**config.mk**
```make
export PLATFORM = sky130hd
export DESIGN_NAME = l2_ddr_port
export DESIGN_NICKNAME = d
export VERILOG_FILES = /design/src/rtl/l2_ddr_port.sv
export SDC_FILE = /design/constraint.sdc
export NUM_CORES = 1
export LEC_CHECK = 0
export ABC_AREA = 1
export CAP_MARGIN = 40
export CORE_AREA = 4 4 226 228
export DETAILED_ROUTE_END_ITERATION = 12
export DIE_AREA = 0 0 230 232
export PLACE_DENSITY = 0.54
export SETUP_SLACK_MARGIN = 0.3
export SYNTH_ARGS = -nofsm -noshare
export SYNTH_HDL_FRONTEND = slang
export SYNTH_SLANG_ARGS = --single-unit
```
**constraint.sdc**
```tcl
create_clock -name clk_166M66 -period 3.5 [get_ports clk_166M66]
set_input_delay 1.05 -clock clk_166M66 [delete_from_list [all_inputs] [get_ports clk_166M66]]
set_output_delay 1.05 -clock clk_166M66 [all_outputs]
set_load 0.005 [all_outputs]
```
**src/rtl/l2_ddr_port.sv**
```systemverilog
`default_nettype none
// ============================================================================
// Module   : l2_ddr_port
// Purpose  : Burst bridge between the L2 cache and the DDR application
//            interface. L2 requests a burst of BURST_WORDS 128-bit words;
//            reads walk upward from the base pointer, writes walk the
//            BURST_WORDS words just below it. The base pointer is moved by
//            completed bursts, single-word inc/dec steps and jump loads.
// Ports    : clk_166M66, mcu_sys_rst_n (async, active-low)
//            L2 side : i_l2_req, i_l2_rw, o_l2_bus_enable, o_l2_lock,
//                      o_l2_force_loading, i_base_inc, i_base_dec, i_jump,
//                      i_jump_addr, o_l2_rd_data, o_l2_rd_valid,
//                      i_l2_wr_data, o_l2_wr_take
//            DDR side: i_calib_done, o_app_cmd_valid, o_app_cmd_rw,
//                      o_app_addr, i_app_cmd_ready, i_app_rd_data,
//                      i_app_rd_valid, o_app_wr_data, o_app_wr_valid,
//                      i_app_wr_ready
// Revision : 1.0 - initial release
// ============================================================================
module l2_ddr_port #(
    parameter int BURST_WORDS = 8,
    parameter int ADDR_W      = 24
) (
    input  logic              clk_166M66,
    input  logic              mcu_sys_rst_n,
    input  logic              i_l2_req,
    input  logic              i_l2_rw,
    output logic              o_l2_bus_enable,
    output logic              o_l2_lock,
    output logic              o_l2_force_loading,
    input  logic              i_base_inc,
    input  logic              i_base_dec,
    input  logic              i_jump,
    input  logic [ADDR_W-1:0] i_jump_addr,
    output logic [127:0]      o_l2_rd_data,
    output logic              o_l2_rd_valid,
    input  logic [127:0]      i_l2_wr_data,
    output logic              o_l2_wr_take,
    input  logic              i_calib_done,
    output logic              o_app_cmd_valid,
    output logic              o_app_cmd_rw,
    output logic [ADDR_W-1:0] o_app_addr,
    input  logic              i_app_cmd_ready,
    input  logic [127:0]      i_app_rd_data,
    input  logic              i_app_rd_valid,
    output logic [127:0]      o_app_wr_data,
    output logic              o_app_wr_valid,
    input  logic              i_app_wr_ready
);

    localparam int                 c_cnt_w     = $clog2(BURST_WORDS) + 1;
    localparam logic [c_cnt_w-1:0] c_burst_cnt = c_cnt_w'(BURST_WORDS);
    localparam logic [c_cnt_w-1:0] c_last_cnt  = c_cnt_w'(BURST_WORDS - 1);
    localparam logic [c_cnt_w-1:0] c_cnt_one   = c_cnt_w'(1);
    localparam logic [ADDR_W-1:0]  c_burst_adr = ADDR_W'(BURST_WORDS);
    localparam logic [ADDR_W-1:0]  c_addr_one  = ADDR_W'(1);

    typedef enum logic [2:0] {
        S_IDLE     = 3'd0,
        S_GRANT    = 3'd1,
        S_RD_BURST = 3'd2,
        S_WR_BURST = 3'd3,
        S_DONE     = 3'd4
    } state_t;

    state_t              r_state;
    logic [ADDR_W-1:0]   r_base;
    logic [ADDR_W-1:0]   r_addr;
    logic [c_cnt_w-1:0]  r_cmd_cnt;
    logic [c_cnt_w-1:0]  r_dat_cnt;
    logic                r_rw;
    logic                r_bus_en;
    logic                r_jump_pend;
    logic                r_force;
    logic                r_out_of_rst;
    logic                r_rd_valid;
    logic [127:0]        r_rd_data;

    logic                w_start;
    logic                w_cmd_fire;
    logic                w_rd_fire;
    logic                w_wr_fire;
    logic [ADDR_W-1:0]   w_base_step;
    logic [ADDR_W-1:0]   w_burst_adj;

    assign w_start    = (r_state == S_IDLE) && i_l2_req && i_calib_done && !i_jump;
    assign w_cmd_fire = (r_state == S_RD_BURST) && (r_cmd_cnt != c_burst_cnt) && i_app_cmd_ready;
    // Read data is only accepted inside a read burst, so words still in
    // flight from a burst killed by reset are dropped in IDLE.
    assign w_rd_fire  = (r_state == S_RD_BURST) && i_app_rd_valid;
    assign w_wr_fire  = (r_state == S_WR_BURST) && i_app_cmd_ready && i_app_wr_ready;

    // ------------------------------------------------------------------
    // Burst sequencer. The start address is captured from the base on
    // IDLE exit and pulled down by one burst in GRANT if it turns out to
    // be a write, so the direction is taken from i_l2_rw in GRANT.
    // ------------------------------------------------------------------
    always_ff @(posedge clk_166M66 or negedge mcu_sys_rst_n) begin
        if (!mcu_sys_rst_n) begin
            r_state   <= S_IDLE;
            r_bus_en  <= 1'b0;
            r_rw      <= 1'b0;
            r_addr    <= '0;
            r_cmd_cnt <= '0;
            r_dat_cnt <= '0;
        end else begin
            case (r_state)
                S_IDLE: begin
                    if (w_start) begin
                        r_state  <= S_GRANT;
                        r_bus_en <= 1'b1;
                        r_addr   <= r_base;
                    end
                end
                S_GRANT: begin
                    r_rw      <= i_l2_rw;
                    r_cmd_cnt <= '0;
                    r_dat_cnt <= '0;
                    if (i_l2_rw) begin
                        r_state <= S_WR_BURST;
                        r_addr  <= r_addr - c_burst_adr;
                    end else begin
                        r_state <= S_RD_BURST;
                    end
                end
                S_RD_BURST: begin
                    if (w_cmd_fire) begin
                        r_cmd_cnt <= r_cmd_cnt + c_cnt_one;
                        r_addr    <= r_addr + c_addr_one;
                    end
                    if (w_rd_fire) begin
                        r_dat_cnt <= r_dat_cnt + c_cnt_one;
                        if (r_dat_cnt == c_last_cnt) begin
                            r_state  <= S_DONE;
                            r_bus_en <= 1'b0;
                        end
                    end
                end
                S_WR_BURST: begin
                    if (w_wr_fire) begin
                        r_cmd_cnt <= r_cmd_cnt + c_cnt_one;
                        r_dat_cnt <= r_dat_cnt + c_cnt_one;
                        r_addr    <= r_addr + c_addr_one;
                        if (r_dat_cnt == c_last_cnt) begin
                            r_state  <= S_DONE;
                            r_bus_en <= 1'b0;
                        end
                    end
                end
                S_DONE: begin
                    r_state <= S_IDLE;
                end
                default: begin
                    r_state  <= S_IDLE;
                    r_bus_en <= 1'b0;
                end
            endcase
        end
    end

    // ------------------------------------------------------------------
    // Base pointer: single-word steps and the end-of-burst update sum;
    // a jump overrides both. A jump seen during a burst cancels that
    // burst's end-of-burst update.
    // ------------------------------------------------------------------
    always_comb begin
        w_base_step = '0;
        if (i_base_inc && !i_base_dec) begin
            w_base_step = c_addr_one;
        end else if (i_base_dec && !i_base_inc) begin
            w_base_step = '1;
        end
        w_burst_adj = '0;
        if ((r_state == S_DONE) && !r_jump_pend) begin
            w_burst_adj = r_rw ? (~c_burst_adr + c_addr_one) : c_burst_adr;
        end
    end

    always_ff @(posedge clk_166M66 or negedge mcu_sys_rst_n) begin
        if (!mcu_sys_rst_n) begin
            r_base       <= '0;
            r_jump_pend  <= 1'b0;
            r_force      <= 1'b0;
            r_out_of_rst <= 1'b0;
            r_rd_valid   <= 1'b0;
            r_rd_data    <= '0;
        end else begin
            if (i_jump) begin
                r_base <= i_jump_addr;
            end else begin
                r_base <= r_base + w_base_step + w_burst_adj;
            end
            if (r_state == S_IDLE) begin
                r_jump_pend <= 1'b0;
            end else if (i_jump) begin
                r_jump_pend <= 1'b1;
            end
            r_force      <= i_jump;
            // Holds lock high until the first edge after reset release.
            r_out_of_rst <= 1'b1;
            r_rd_valid   <= w_rd_fire;
            if (w_rd_fire) begin
                r_rd_data <= i_app_rd_data;
            end
        end
    end

    assign o_l2_bus_enable    = r_bus_en;
    assign o_l2_force_loading = r_force;
    assign o_l2_lock          = !r_out_of_rst || !i_calib_done || (r_state != S_IDLE);
    assign o_l2_rd_valid      = r_rd_valid;
    assign o_l2_rd_data       = r_rd_data;
    assign o_l2_wr_take       = w_wr_fire;

    assign o_app_cmd_valid = ((r_state == S_RD_BURST) && (r_cmd_cnt != c_burst_cnt))
                           || (r_state == S_WR_BURST);
    assign o_app_cmd_rw    = (r_state == S_WR_BURST);
    assign o_app_addr      = r_addr;
    assign o_app_wr_valid  = (r_state == S_WR_BURST);
    assign o_app_wr_data   = (r_state == S_WR_BURST) ? i_l2_wr_data : '0;

endmodule
`default_nettype wire

```
==> flow_summary.toml, run 1 <==
[layout]
syn2layout_area_growth_pct = 68.5
layout_commonest_cell = "nand2_1"
stdcell_count = 3087
drive_above_1_share_pct = 9.50
fin_nets = 2751
final_cell_mix = "nand2_1, clkdlybuf4s50_1, inv_1"
fin_area_mm2 = 0.0201

[floorplan]
die_y_um = 232
die_w_um = 230
core_area_mm2 = 0.0488
start_util_pct = 24.5
io_pins = 579
die-area_mm2 = 0.0534
row_count = 81

[clock_network]
cts_buffers = 17
cts-root-buf = "clkbuf_16"
cts.sinks = 193
cts.clk_slew.worst_paths_ns = 0.07
cts_tree = "built"
clk_path_buf_depth = 2
clk_latency_ns = 0.46
htree_levels = 4

[worst_setup_path]
path_delay_family = "buffers and inverters"
cp-end-kind = "output pin"
worst-setup-path-type = "in2out"
worstPathArrival_ns = 2.32
critical-path-max-stage-delay_ns = 0.50
crit_path_frequent_cell = "clkdlybuf4s50_1"
cp.required_ns = 2.45
worstPathCellList = "clkdlybuf4s50_1 > inv_1 > nor2_4 > buf_6 > clkdlybuf4s50_1"
path_max_fanout = 1
setup.worst_path.start_class = "input pin"
path_buf_inv = 4
cp_slowest_cell = "clkdlybuf4s50_1"

[pwr]
ir_drop_mv = 0.423
leakage_uw = 0.0106
powerDensity_mw_per_mm2 = 737

[route]
num_vias = 13700
dr.first_iter.drc_count = 816
avgViaCountPerCell = 4.44
drc = 0
wl_um = 63800
antenna_left = 0
routedWlPerCell_um = 20.7
dr.pass1.iters = 5

[sta]
timing.final.crit_share_pct = 96.2
rsz0062_at_grt = "true"
holdWs_ns = 0.473
skew_ns = 0.0114
setup_viol = 0
setup_tns_ns = 0
layout_min_cycle_time_ns = 3.37
finalHoldViolations = 0
slew_violations = 0
relSlewSlack_pct = 53.3
max_freq_mhz = 297
fin_ws_ns = 0.133
worst_slew_pin_slew_ns = 0.700

[synth]
yosysUniqueCellTypes = 38
ys_seq_elements = 193
synth_area_mm2 = 0.0120
ys_warn_count = 0
synth_fp_nets = 2137
synthCells = 1793
seq_area_frac_synth_pct = 40.4
avgSynthCellArea_um2 = 6.66

[grt]
grt_pass1_wl_um = 91600
grt_max_degree = 129
grt_antenna_before_repair = 10
track_usage_pct = 23.0
grt_pass1_vias = 13800
grt.overflow.total = 0

[placed_design]
dp.cells = 3041
place_congestion = 0.977
dp_hpwl_um = 50800
pre_cts_ws_ns = -0.501
numPortBuffers = 578
postPlaceCellArea_mm2 = 0.0189

[run_status]
status = "finished clean"

[worst_hold_path]
hp-class = "reg2reg"

[flow_run]
drv_cap = 0
==> cells in the mapped netlist <==
library cell  number  area [um^2]
and2_1             1         6.26
a21oi_1           29          145
nand4_1           14         87.6
nand2_4            1         11.3
and3_1             1         6.26
clkbuf_1          20         75.1
o21ai_2            1         8.76
buf_4              1         7.51
or2_2              4         25.0
nor3_1            10         50.1
inv_2              2         7.51
ha_1              32          400
a21boi_0           3         22.5
nand2_1          735         2760
o21ai_1            4         20.0
nor2_4             1         11.3
a31oi_1            1         6.26
fa_1              21          420
o21a_1             1         7.51
xor2_1             2         17.5
nand2_2            1         6.26
inv_1            266          998
nand3b_1           8         60.1
nand3_1          101          505
nor2_1           241          905
a22oi_1            4         30.0
buf_2             37          185
dfrtp_1          193         4830
xnor2_1            4         35.0
nand3_2            1         10.0
buf_1              2         7.51
buf_6              2         22.5
conb_1             1         3.75
nor3_2             1         10.0
o221ai_1           1         8.76
o22ai_1            4         25.0
o31ai_1            1         7.51
o21ai_0           41          205
==> cells by family (layout without fill, tap and decap cells) <==
group,Yosys count,count (layout),synth area share (%)
compound gates,90,90,4.07
xor+xnor,6,6,0.440
fa+ha+maj,53,53,6.87
buf+inv,330,957,10.9
flops,193,193,40.4
other cells,1,4,0.0314
simple gates,1120,1120,37.3
==> routing by layer <==
| layer | up-vias | wire length [um] | GRT usage, % |
|---|---|---|---|
| met5 | - | 69 | 0 |
| met4 | 10 | 3130 | 11.1 |
| met3 | 91 | 4870 | 7.19 |
| met2 | 483 | 32500 | 41.1 |
| met1 | 6490 | 23300 | 24.7 |
| li1 | 6619 | - | - |
==> path summary, 6_finish.rpt <==
kind / cells past startpoint / slack, ns / from / endpoint
setup / recovery: 5 / 0.13 / i_l2_wr_data[47] / o_app_wr_data[47]
hold / removal: 2 / 0.47 / o_l2_rd_data[50] / o_l2_rd_data[50]
setup reg to reg: 14 / 0.53 / r_state[1] / r_base[21]
hold reg to reg: 2 / 0.47 / o_l2_rd_data[50] / o_l2_rd_data[50]
max in group asynchronous: 2 / 2.06 / mcu_sys_rst_n / o_l2_rd_data[96]
min in group asynchronous: 1 / 0.63 / mcu_sys_rst_n / o_l2_rd_data[127]
==> what timing repair did <==
item | in CTS | in global routing
pin swaps | 22 | 23
gates resized for setup | 180 | 61
setup endpoints to repair | 150 | 50
buffers inserted | 5 | 2
gates cloned | 3 | 1
hold buffers | 0 | 0
==> worst reg2reg max path: stages (launching register included) <==
cell and delay, ns:
dfrtp_1 0.42, nor2_1 0.18, nand4_1 0.19, inv_1 0.13, buf_4 0.26, fa_1 0.53
ha_4 0.32, nand2_2 0.10, nor2_2 0.19, nand2_1 0.09, nand3b_1 0.19, nand3_1 0.10
nand2_1 0.05, nand3_1 0.06, nand2_1 0.06
==> sequential cells by signal, summed over array words and instances, names as in the netlist <==
register / count
r_state: 3
r_out_of_rst: 1
o_l2_rd_valid: 1
o_l2_bus_enable: 1
o_app_addr: 24
o_l2_force_loading: 1
r_jump_pend: 1
r_cmd_cnt: 4
o_l2_rd_data: 128
r_dat_cnt: 4
r_base: 24
r_rw: 1
==> through the flow <==
step           power (uW)  util, %
3_3_place_gp        12300     38.6
6_report            14800     41.2
2_1_floorplan        7630        -
5_1_grt             16000     41.2
3_5_place_dp        12300     38.6
4_1_cts             14800     40.6
==> power breakdown <==
part	switching (uW)	total (uW)	leakage (uW)	internal [uW]
sequential	923	4160	0.00238	3240
combinational	4630	8700	0.00789	4070
clock	1010	1990	0.000280	981
total	6560	14800	0.0106	8290
==> cell type report <==
class                      instances  area (um^2)
timing repair buffer             657         6480
antenna                            3         7.51
fill                            5169        28700
multi-input combinational       1270         6410
inverter                         268         1010
tap                              664          831
clock inverter                    12          110
clock buffer                      20          457
sequential                       193         4830
Note: power is estimated with default switching activity, not from simulation.
==> run 2: changes to the inputs <==
- CTS_BUF_LIST: not set -> sky130_fd_sc_hd__clkbuf_16
==> flow_summary.toml, run 2 (same netlist as run 1, synthesis figures left out) <==
[run_status]
status = "finished clean"

[layout]
layout_commonest_cell = "nand2_1"
fillCellCount = 5173
syn2layout_area_growth_pct = 68.3
fin_nets = 2751
fin_util_pct = 41.2
drive_above_1_share_pct = 9.42
final_cell_mix = "nand2_1, clkdlybuf4s50_1, inv_1"
stdcell_count = 3087
seq_area_mm2 = 0.00483
multi_input_area_mm2 = 0.00641
largest_reg_flops = 128

[floorplan]
io_pins = 579
die_w_um = 230
core_area_mm2 = 0.0488
die_y_um = 232
row_count = 81
die-area_mm2 = 0.0534
start_util_pct = 24.5

[pwr]
leakage_uw = 0.0105
power.internal_uw = 8240
ir_drop_mv = 0.422
pwr-share-seq_pct = 28.1
pwr-share-comb_pct = 58.8
swShare_pct = 44.3
p_clk_share_pct = 13.1
powerDensity_mw_per_mm2 = 736
netSwitchingPower_uw = 6560

[sta]
timing.final.crit_share_pct = 96.2
worst_slew_pin_slew_ns = 0.704
rsz0062_at_grt = "true"
slew_violations = 0
relSlewSlack_pct = 53.1
fin_ws_ns = 0.132
finalHoldViolations = 0
layout_min_cycle_time_ns = 3.37
setup_tns_ns = 0
skew_ns = 0.0116
holdWs_ns = 0.474
max_freq_mhz = 297
setup_viol = 0

[clock_network]
cts_buffers = 17
hold_buffers = 0
clk_path_buf_depth = 2
htree_levels = 4
cts.clk_slew.worst_paths_ns = 0.07
clk_latency_ns = 0.46
cts.sinks = 193
cts_tree = "built"
cts-root-buf = "clkbuf_16"

[grt]
track_usage_pct = 23.0
grt_max_degree = 129
grt_antenna_before_repair = 10
grt_pass1_wl_um = 91600
grt.overflow.total = 0
grt_pass1_vias = 13800

[worst_setup_path]
worstPathCellList = "clkdlybuf4s50_1 > inv_1 > nor2_4 > buf_6 > clkdlybuf4s50_1"
crit_path_frequent_cell = "clkdlybuf4s50_1"
path_buf_inv = 4
cp.required_ns = 2.45
cp-end-kind = "output pin"
path_max_fanout = 1
critical-path-max-stage-delay_ns = 0.50
worst-setup-path-type = "in2out"
cp_slowest_cell = "clkdlybuf4s50_1"
setup.worst_path.start_class = "input pin"
path_delay_family = "buffers and inverters"
worstPathArrival_ns = 2.32

[placed_design]
dp_hpwl_um = 50800
dp.cells = 3041
pre_cts_ws_ns = -0.501
numPortBuffers = 578
place_congestion = 0.977

[route]
avgViaCountPerCell = 4.46
routedWlPerCell_um = 20.7
drc = 0
dr.pass1.iters = 5
antenna_left = 0
wl_um = 63800
dr.first_iter.drc_count = 800
num_vias = 13800

[worst_hold_path]
hp-class = "reg2reg"

[flow_run]
drv_cap = 0
run 2: cell count changes in the layout (fill, tap and decap cells not counted):
cell,previous run,this run
clkbuf_8,3,1
clkbuf_1,1,0
clkinv_1,0,2
inv_1,259,260
run 2: final cells by class:
| class | count | area share (%) |
|---|---|---|
| repair buffers | 657 | 32.2 |
| diodes | 3 | 0.0373 |
| clock buffers | 17 | 2.11 |
| well taps | 664 | 4.13 |
| clock inverters | 15 | 0.603 |
| flip-flops and latches | 193 | 24.0 |
| inverters | 268 | 5.03 |
| multi-input cells | 1270 | 31.8 |
run 2: tightest hold or removal path: cells and delay by family, from the launching register on:
family | cells | cell delay, ns
AND/OR/NAND/NOR | 2 | 0.10
flip-flops | 1 | 0.34
run 2: stage by stage:
step	instance area, um^2	total power [uW]
floorplan	12000	7630
global placement	18900	12300
detailed placement	18900	12300
CTS	19800	14700
global route	20100	16000
finish	20100	14800
run 2: path summary, 6_finish.rpt:
path	slack (ns)	endpoint	from	depth (start not counted)
max in group asynchronous	2.05	o_l2_rd_data[96]	mcu_sys_rst_n	2
max reg2reg	0.52	r_base[21]	r_state[1]	14
min reg2reg	0.47	o_l2_rd_data[50]	o_l2_rd_data[50]	2
max	0.13	o_app_wr_data[47]	i_l2_wr_data[47]	5
min in group asynchronous	0.63	o_l2_rd_data[127]	mcu_sys_rst_n	1
min	0.47	o_l2_rd_data[50]	o_l2_rd_data[50]	2
run 2: power by group through the flow:
stage / combinational, uW / clock, uW / sequential (uW)
floorplan: 3660 / 0 / 3970
global placement: 8100 / 0 / 4160
finish: 8700 / 1940 / 4160
detailed placement: 8150 / 0 / 4180
CTS: 8550 / 2010 / 4150
global route: 9570 / 2090 / 4290
run 2: repair_timing:
action | 4_1_cts | 5_1_grt
gates cloned | 3 | 1
buffers inserted | 5 | 2
gates resized for setup | 180 | 61
pin swaps | 22 | 23
setup endpoints to repair | 150 | 50
run 2: layer usage:
| layer | part of all wire [%] | global-route usage, % | vias to the layer above |
|---|---|---|---|
| li1 | - | - | 6623 |
| met5 | 0.11 | 0 | - |
| met3 | 8.0 | 7.20 | 95 |
| met1 | 36 | 24.7 | 6520 |
| met2 | 51 | 41.1 | 525 |
| met4 | 4.9 | 11.1 | 10 |
==> run 3: changes to the inputs <==
- CORE_AREA: 4 4 226 228 -> 4 4 222 224
- DIE_AREA: 0 0 230 232 -> 0 0 226 228
- DONT_BUFFER_PORTS: not set -> 1
- PLACE_DENSITY: 0.54 -> 0.4
==> flow_summary.toml, run 3 (same netlist as run 1, synthesis figures left out) <==
[worst_setup_path]
setup.worst_path.start_class = "flip-flop"
crit_path_frequent_cell = "buf_4"
worstPathArrival_ns = 2.02
path_buf_inv = 5
cp.required_ns = 2.45
worst-setup-path-type = "reg2out"
worstPathCellList = "inv_2 > nand2_2 > nor2_2 > inv_4 > buf_12 > nor2_1 > buf_4 > buf_4"
path_max_fanout = 46
cp-end-kind = "output pin"
critical-path-max-stage-delay_ns = 0.48
cp_slowest_cell = "dfrtp_1"
path_delay_family = "buffers and inverters"

[placed_design]
place_congestion = 0.913
numPortBuffers = 0
dp_hpwl_um = 46600

[route]
drc = 0
antenna_left = 0
routedWlPerCell_um = 23.6
avgViaCountPerCell = 4.65
wl_um = 57900
dr.first_iter.drc_count = 698
num_vias = 11400
dr.pass1.iters = 5

[clock_network]
cts.sinks = 193
clk_latency_ns = 0.47
hold_buffers = 0
clk_path_buf_depth = 2
cts_buffers = 17
cts.clk_slew.worst_paths_ns = 0.08
cts-root-buf = "clkbuf_16"
cts_tree = "built"
htree_levels = 4

[sta]
layout_min_cycle_time_ns = 3.07
rsz0062_at_grt = "true"
skew_ns = 0.0156
slew_violations = 0
relSlewSlack_pct = 53.7
timing.final.crit_share_pct = 87.8
max_freq_mhz = 325
worst_slew_pin_slew_ns = 0.692
setup_viol = 0
finalHoldViolations = 0
setup_tns_ns = 0

[grt]
grt_use_met3_pct = 8.40
top_usage_layer = "met2"
grt_antenna_before_repair = 5
grt_pass1_vias = 11400
track_usage_pct = 21.7
grt.overflow.total = 0
gr-usage-met2_pct = 37.3
grtUsageMet1_pct = 25.1
grt_pass1_wl_um = 81700
grt_max_degree = 194

[pwr]
ir_drop_mv = 0.317
powerDensity_mw_per_mm2 = 859
leakage_uw = 0.00769

[layout]
seq_area_mm2 = 0.00483
layout_commonest_cell = "nand2_1"
fin_util_pct = 28.9
largest_reg_flops = 128
multi_input_area_mm2 = 0.00591
final_cell_mix = "nand2_1, inv_1, nor2_1"
fillCellCount = 5332
syn2layout_area_growth_pct = 14.6
fin_nets = 2161
drive_above_1_share_pct = 7.21

[floorplan]
core_area_mm2 = 0.0473
die_w_um = 226
io_pins = 579
die-area_mm2 = 0.0515
row_count = 80
die_y_um = 228
start_util_pct = 25.2

[run_status]
status = "finished clean"

[flow_run]
drv_cap = 0

[worst_hold_path]
hp-class = "in2async"
## run 3: layout make-up
cell class                      count  share of cell area [%]
Multi-Input combinational cell   1270                    43.2
Sequential cell                   193                    35.3
Inverter                          268                    7.39
Tap cell                          615                    5.62
Timing Repair Buffer               67                    4.31
Clock buffer                       17                    3.11
Clock inverter                     15                    1.04
Antenna cell                        3                  0.0548
## run 3: repair_timing
action / 4_1_cts / 5_1_grt
resized for setup: 5 / 14
pin swaps: 0 / 1
gates cloned: 0 / 0
setup buffers: 0 / 1
endpoints found under the setup margin: 5 / 29
## run 3: routing by layer
metal / vias to the layer above / wire [um] / share of wire, %
met5: - / 13 / 0.022
met4: 2 / 1680 / 2.9
met3: 43 / 5390 / 9.3
met2: 444 / 28200 / 49
met1: 5439 / 22600 / 39
li1: 5443 / - / -
## run 3: worst reg2reg max path: cells and delay by family (launching register included)
family                   cells  cell delay [ns]
adder cells (fa/ha/maj)      2             0.82
buffers and inverters        3             0.45
flip-flops                   1             0.43
AND/OR/NAND/NOR             10             1.17
## run 3: worst paths after layout
kind	from	to	slack, ns	depth (start not counted)
max in group asynchronous	mcu_sys_rst_n	o_l2_rd_data[39]	2.89	0
min reg2reg	r_rw	r_rw	0.51	1
max reg2reg	r_state[1]	r_base[14]	0.53	15
max	r_state[2]	o_app_wr_data[99]	0.43	8
min	mcu_sys_rst_n	r_base[11]	0.28	0
min in group clk_166M66	r_rw	r_rw	0.51	1
## run 3: per-stage QoR
stage          power [uW]  instances  hold WS, ns  setup slack (ns)  instance area (um^2)
4_1_cts             11900       2444        0.243             0.298                 13600
3_3_place_gp         9750       2412        0.491            0.0719                 13000
2_1_floorplan        7630       1793        0.464             0.287                 12000
5_1_grt             12800       2446        0.248             0.295                 13700
3_5_place_dp         9780       2412        0.490            0.0526                 13000
6_report            11800       2448        0.283             0.426                 13700
## run 3: where the power goes
part / internal (uW) / switching [uW] / total [uW]
combinational: 1680 / 3420 / 5100
clock: 953 / 1050 / 2010
sequential: 3240 / 1420 / 4660
